--- src/rtl/axis_velocity_ctrl.sv ---
// Per-axis velocity integrator: thrust commands in, signed velocity out once per tick.
// Optional clamping on overflow is enabled by defining AXIS_VEL_SATURATE_EN.
module axis_velocity_ctrl #(
    parameter int unsigned W        = 16,
    parameter int unsigned ACC_W    = 4,
    parameter int unsigned TICK_DIV = 4
) (
    input  logic                clk,
    input  logic                rst,
    input  logic                cmd_valid,
    output logic                cmd_ready,
    input  logic [1:0]          cmd_mode,
    input  logic [ACC_W-1:0]    cmd_accel,
    input  logic [7:0]          cmd_burn,
    output logic signed [W-1:0] vel_out,
    output logic                vel_valid,
    output logic                busy,
    output logic                sat
);

    localparam int unsigned CW = $clog2(TICK_DIV);

    typedef enum logic [1:0] {StIdle, StBurn, StBrake} state_e;

    state_e           state_q;
    logic [CW-1:0]    cnt_q;
    logic [W-1:0]     vel_q;
    logic             valid_q;
    logic             sat_q;
    logic             neg_q;
    logic [ACC_W-1:0] accel_q;
    logic [7:0]       rem_q;

    logic             upd;
    logic             tick;
    logic [W:0]       vel_ext;
    logic [W:0]       acc_ext;
    logic [W:0]       brk_a;
    logic [W:0]       abs_v;
    logic [W:0]       burn_sum;
    logic [W:0]       brake_sum;
    logic [W-1:0]     burn_next;
    logic [W-1:0]     brake_next;
    logic             burn_ovf;

    // The update edge precedes the tick cycle so vel_out and vel_valid appear together.
    assign upd  = (cnt_q == CW'(TICK_DIV - 2));
    assign tick = (cnt_q == CW'(TICK_DIV - 1));

    always_comb begin
        vel_ext   = {vel_q[W-1], vel_q};
        acc_ext   = {{(W + 1 - ACC_W){1'b0}}, accel_q};
        brk_a     = (accel_q == '0) ? (W + 1)'(1) : acc_ext;
        abs_v     = vel_ext[W] ? (~vel_ext + (W + 1)'(1)) : vel_ext;
        burn_sum  = neg_q ? (vel_ext - acc_ext) : (vel_ext + acc_ext);
        brake_sum = vel_ext[W] ? (vel_ext + brk_a) : (vel_ext - brk_a);
        brake_next = (abs_v <= brk_a) ? '0 : brake_sum[W-1:0];
`ifdef AXIS_VEL_SATURATE_EN
        burn_ovf = (burn_sum[W] != burn_sum[W-1]);
        if (burn_ovf) begin
            burn_next = burn_sum[W] ? {1'b1, {(W - 1){1'b0}}} : {1'b0, {(W - 1){1'b1}}};
        end else begin
            burn_next = burn_sum[W-1:0];
        end
`else
        burn_ovf  = 1'b0;
        burn_next = burn_sum[W-1:0];
`endif
    end

    always_ff @(posedge clk) begin
        if (rst) begin
            state_q <= StIdle;
            cnt_q   <= '0;
            vel_q   <= '0;
            valid_q <= 1'b0;
            sat_q   <= 1'b0;
            neg_q   <= 1'b0;
            accel_q <= '0;
            rem_q   <= '0;
        end else begin
            cnt_q   <= tick ? '0 : cnt_q + CW'(1);
            valid_q <= upd;
            case (state_q)
                StIdle: begin
                    if (cmd_valid) begin
                        sat_q   <= 1'b0;
                        neg_q   <= (cmd_mode == 2'b10);
                        accel_q <= cmd_accel;
                        rem_q   <= cmd_burn;
                        if ((cmd_mode == 2'b01 || cmd_mode == 2'b10) && cmd_burn != 8'd0) begin
                            state_q <= StBurn;
                        end else if (cmd_mode == 2'b11 && vel_q != '0) begin
                            state_q <= StBrake;
                        end
                    end
                end
                StBurn: begin
                    if (upd) begin
                        vel_q <= burn_next;
                        rem_q <= rem_q - 8'd1;
                        if (burn_ovf) begin
                            sat_q <= 1'b1;
                        end
                    end
                    // Leave at the end of the strobe cycle so ready rises the cycle after.
                    if (tick && rem_q == 8'd0) begin
                        state_q <= StIdle;
                    end
                end
                StBrake: begin
                    if (upd) begin
                        vel_q <= brake_next;
                    end
                    if (tick && vel_q == '0) begin
                        state_q <= StIdle;
                    end
                end
                default: state_q <= StIdle;
            endcase
        end
    end

    assign vel_out   = vel_q;
    assign vel_valid = valid_q;
    assign busy      = (state_q != StIdle);
    assign sat       = sat_q;
    assign cmd_ready = (state_q == StIdle) & ~rst;

endmodule

--- config.mk ---
export PLATFORM = sky130hd
export DESIGN_NAME = axis_velocity_ctrl
export DESIGN_NICKNAME = d
export VERILOG_FILES = /design/src/rtl/axis_velocity_ctrl.sv
export SDC_FILE = /design/constraint.sdc
export NUM_CORES = 1
export LEC_CHECK = 0
export BUFFER_PORTS_ARGS = -buffer_cell sky130_fd_sc_hd__clkbuf_2
export CORE_MARGIN = 2
export CORE_UTILIZATION = 60
export DETAILED_ROUTE_END_ITERATION = 16
export GPL_TIMING_DRIVEN = 0
export HOLD_SLACK_MARGIN = 0.12
export PLACE_DENSITY_LB_ADDON = 0.25
export SLEW_MARGIN = 20
export SYNTH_ARGS = -nofsm -noshare
export SYNTH_HDL_FRONTEND = slang
export SYNTH_SLANG_ARGS = --single-unit
--- constraint.sdc ---
create_clock -name clk -period 4.9 [get_ports clk]
set_input_delay 0.735 -clock clk [delete_from_list [all_inputs] [get_ports clk]]
set_output_delay 0.735 -clock clk [all_outputs]
set_load 0.01 [all_outputs]
======== Yosys cells after proc, flatten, opt, wreduce, memory -nomap -nowiden ========
Cells that the tools add are included.
cells by class
  mux-type cells .......................... 17
  equality and inequality tests ........... 13
  add/subtract/negate cells ............... 7
  reduce and logical (&&, ||, !) cells .... 19
  bitwise gates (word level) .............. 3
  $lt $le $gt $ge ......................... 1
operators by type and width
  kind                                                  count
  two-way mux 16 bit                                    5
  adder 16 x 5 -> 16 bit                                2
  one-hot mux 16 bit (2 select lines)                   1
  subtractor 16 x 5 -> 16 bit                           2
  adder 17 x 1 -> 17 bit (second input constant)        1
  less-or-equal comparator 17 x 4 -> 1 bit              1
  two-way mux 17 bit                                    1
  inverter 17 bit                                       1
  logical NOT 16 bit                                    1
  two-way mux 8 bit                                     2
  one-hot mux 8 bit (2 select lines)                    1
  nonzero test 16 bit                                   1
  equality test 2 bit (second input constant)           5
  two-way mux 2 bit                                     5
  != test 2 bit (second input constant)                 5
  logical NOT 8 bit                                     1
  nonzero test 8 bit                                    1
  subtractor 8 x 1 -> 8 bit (second input constant)     1
  one-hot mux 2 bit (3 select lines)                    1
  AND reduction 3 bit                                   2
  nonzero test 2 bit                                    3
  equality test 2 x 1 -> 1 bit (second input constant)  2
  logical AND 1 bit                                     4
  logical NOT 4 bit                                     1
  other kinds (10)                                      10
word-level totals
  bits in registers ....................... 34
  input port bits ......................... 17
  output and inout port bits .............. 20

======== Longest topological paths before layout ========
  depth after elaboration ................. 7
  gate-level depth with buffers ........... 17
  depth with buffers taken out ............ 17

======== Worst setup path after synthesis ========
No wires, ideal clock.
  kind .................................... reg2reg
  start ................................... reg accel_q[0]
  end ..................................... reg vel_q[14] (netlist: vel_out[14])
  data required time ...................... 4814 ps
  arrival time ............................ 3302 ps
  period minus slack after synthesis ...... 3387 ps
  path buffers ............................ 0
  path slack .............................. 1513 ps
  setup time .............................. 86 ps
  cell stages (with the launch flop) ...... 18
  cell sequence ........................... dfxtp_1 -> inv_1 -> ha_1 -> nor3b_2 -> nor2_1 -> inv_1 -> ha_1 -> a21o_1 -> inv_1 -> fa_1 -> and3b_1 -> o221ai_1 -> a211oi_1 -> o41ai_1 -> a21oi_1 -> xor2_1 -> nand2_1 -> a211oi_1
between the ends
  cells in the longest elaborated chain, start to end .. 7
  elaborated cells on any way between the ends .. 13
  those cells by class .................... add/sub (4); order compare (1); mux (7); reduce/logical (1)
RTL lines
  what                                                                   RTL line  text
  from (decl)                                                            31        logic [ACC_W-1:0] accel_q;
  from (signal assigned)                                                 89        accel_q <= cmd_accel;
  logical NOT 4 bit                                                      53        brk_a = (accel_q == '0) ? (W + 1)'(1) : acc_ext;
  two-way mux 4 bit                                                      53
  subtractor 16 x 5 -> 16 bit or adder 16 x 5 -> 16 bit (tied branches)  56        brake_sum = vel_ext[W] ? (vel_ext + brk_a) : (vel_ext - brk_a);
  two-way mux 16 bit                                                     56
  two-way mux 16 bit                                                     57        brake_next = (abs_v <= brk_a) ? '0 : brake_sum[W-1:0];
  two-way mux 16 bit                                                     112       if (upd) begin
  one-hot mux 16 bit (2 select lines) (*)                                84        case (state_q)
  to (signal assigned)                                                   100       vel_q <= burn_next;
  to (signal assigned)                                                   113       vel_q <= brake_next;
  to (decl)                                                              27        logic [W-1:0] vel_q;
Mark *: on every way between the ends. The rest lies on a longest branch, timed or not. The select of a mux whose other input is x is not followed.
A chain may end at the register's enable or synchronous reset.

======== Final worst setup path ========
Same ends and word-level chain as after synthesis.

==> run metrics <==
largest net degree at the start of global routing 12; Post-synth EDFFs 0; Area after DPL 0.003968 sq mm; CTS max path bufs 2; Post-DRT Antenna Nets 0; Post-Syn Area per Cell 7.558 sq um; Crit Path Max Fanout 6; Finished Core Util 68.15%; Port Buffers 34; synth unique cells 69; Pleak 1.759 nW; critical path capture point vel_out[14]; Post-CTS Hold Buffers 0; Root Buffer clkbuf_8; R2R Setup Slk 0.71 ns; dpl cells 599; WL final 10.38 mm; Synth Instances 490; Reg clk slew, reported paths 0.07 ns; yosys warns 0; die span in y 82.57 um; slew margin rel. 49.75%; clk sink count 34; Resized cells post-CTS 0; Die W 82.57 um; Cell Area, Synth 0.003704 sq mm; H-tree depth 2; skew final 0.002548 ns; Final setup viols 0; fraction of registers with async set/reset 0%; R2R Path Start accel_q[0]; Startpoint Class flop; Num CTS Buffers 5; PwrDens 370.7 mW/mm^2; Top Ports 37; fraction of layout cells with a size suffix above 1 10.71%; RSZ-0062 raised after global routing false; CP Class flop to flop; gpl congestion 0.9698; total number of vias 3877; Peak VDD IR 222.8 uV; Core Box Area 0.005956 sq mm; worst hold path class flop to flop; Final Max Tran Viols 0; first-pass GRT wire length 16.34 mm; DRT Pass-1 Iters 5; Top FF cell, synth dfxtp_1; minimum clock period 4.194 ns; Post-Place Setup Slack 0.7278 ns; gr usage total 31.05%; Synthesized Nets 554; setup ws final 0.7057 ns; initial antenna violation count 0; Post-CTS Setup Bufs 0; DR iter-0 viols 393; Via density 6.387; setup TNS 0 ns; sequential area share after synthesis 18.38%; vias in the first global route 3436; initial core utilization 62.18%; Design Area, Final 0.004059 sq mm; clk_lat worst skew 0.29 ns; # DRC 0; hpwl dp 8.036 mm; Layout area overhead 9.595%; Final Hold Fails 0; fmax 238.4 MHz; average wire per standard cell 17.10 um; critical path startpoint accel_q[0]; Worst Tran Pin Value 0.7502 ns; Rows 28; grt total ovfl 0; max_cap viols 0; Die Area 0.006817 sq mm; antenna cells 0; TritonCTS clock tree done; Worst Reg-to-Reg Cells 15; Hold Path Depth 1; status completed; CP arrival 4.40 ns; CP required 5.11 ns; Final period util 85.60%; CP endpoint kind flop; RR Endpoint vel_out[14]; Final #Nets 595; Final Non-Filler Cells 607; #FFs+latches synth 34
-- cells by family (layout without fill, tap and decap cells) --
group | count (synthesis) | after routing | synth area share, %
and+or+nand+nor | 187 | 187 | 26.42
adders and majority gates | 48 | 48 | 16.55
muxes | 7 | 7 | 1.959
AOI/OAI and AO/OA | 148 | 148 | 26.42
DFF | 34 | 34 | 18.38
other | 1 | 1 | 0.1013
xor gates and xnor gates | 24 | 24 | 5.676
buffers and inverters | 41 | 83 | 4.493
-- synth_stat cells, types with 3 or more instances --
master / count / area (sq um)
a211oi_1: 12 / 90.09
a21o_1: 13 / 97.59
a21oi_1: 43 / 215.2
a22oi_1: 5 / 37.54
a311oi_1: 3 / 26.28
a31oi_1: 4 / 25.02
and3_1: 3 / 18.77
clkbuf_1: 14 / 52.55
dfxtp_1: 34 / 680.7
ha_1: 45 / 563.0
inv_1: 23 / 86.33
mux2i_1: 5 / 50.05
nand2_1: 25 / 93.84
nand2b_1: 8 / 50.05
nand3_1: 20 / 100.1
nand3b_1: 5 / 37.54
nor2_1: 59 / 221.5
nor2b_1: 10 / 62.56
nor3_1: 23 / 115.1
nor3b_1: 3 / 22.52
nor4_1: 6 / 37.54
o211ai_1: 4 / 30.03
o21a_1: 5 / 37.54
o21ai_0: 28 / 140.1
o22ai_1: 4 / 25.02
o31ai_1: 3 / 22.52
or2_2: 4 / 25.02
or3_1: 3 / 18.77
xnor2_1: 16 / 140.1
xor2_1: 8 / 70.07
-- cells in the final DEF, fill, tap and decap left out, types with 4 or more instances in the layout --
master    count
a22oi_1       5
a211oi_1     12
inv_1        23
nand2_1      25
nand2b_1      8
nor2b_1      10
clkbuf_2     34
clkbuf_1     15
o22ai_1       4
nor2_1       59
nand3b_1      5
nor3_1       23
dfxtp_1      34
o21ai_0      28
clkbuf_8      6
mux2i_1       5
nor4_1        6
a31oi_1       4
o211ai_1      4
o21a_1        5
a21oi_1      43
xor2_1        8
xnor2_1      16
or2_2         4
ha_1         45
a21o_1       13
nand3_1      20
-- state kept, by name, summed over array words and instances, names as in the netlist --
| signal | cells |
|---|---|
| neg_q | 1 |
| rem_q | 8 |
| accel_q | 4 |
| cnt_q | 2 |
| vel_valid | 1 |
| vel_out | 16 |
| state_q | 2 |
-- power breakdown --
group	internal, mW	total (mW)	switching, mW
combinational	0.389	0.931	0.543
sequential	0.306	0.352	0.0460
clock	0.114	0.221	0.108
total	0.808	1.50	0.696
-- worst min-delay path by stage --
| stage | startpoint | end |
|---|---|---|
| final | cnt_q[0] | cnt_q[0] |
| after global routing | cnt_q[0] | cnt_q[0] |
| after detailed placement | cnt_q[0] | cnt_q[0] |
| after floorplan | cnt_q[0] | cnt_q[0] |
| after global placement | cnt_q[0] | cnt_q[0] |
| after CTS | cnt_q[0] | cnt_q[0] |
-- layout make-up --
class                      count  area, sq um
tap                           75        93.84
fill                         549         1897
multi-input combinational    415         2856
sequential                    34        680.7
buffer                        18        80.08
clock buffer                   7        86.33
inverter                      23        86.33
timing repair buffer          34        170.2
clock inverter                 1        5.005
-- worst max-delay path, cell delays in order (launching register included) --
cell      delay (ns)
dfxtp_1         0.41
inv_1           0.08
ha_1            0.23
nor3b_2         0.18
nor2_1          0.22
inv_1           0.10
ha_1            0.22
a31oi_1         0.59
ha_1            0.41
o221ai_1        0.33
a211oi_1        0.19
o41ai_1         0.53
a21oi_1         0.16
xor2_1          0.17
nand2_1         0.08
a211oi_1        0.21
-- stage by stage --
stage	hold slack, ns	total power [mW]
after floorplan	0.4304	1.056
after global placement	0.4478	1.231
after detailed placement	0.4579	1.265
after CTS	0.4675	1.486
after global routing	0.4770	1.618
final	0.4653	1.505
-- routing by layer --
layer  up-vias  GRT usage, %  wire, um
met5         -             0         0
met4         0         10.66       324
met3        37         4.565       720
met2       164         50.24      4746
met1      1773         42.08      4586
li1       1903             -         -
Power figures use the tool's default switching activity.
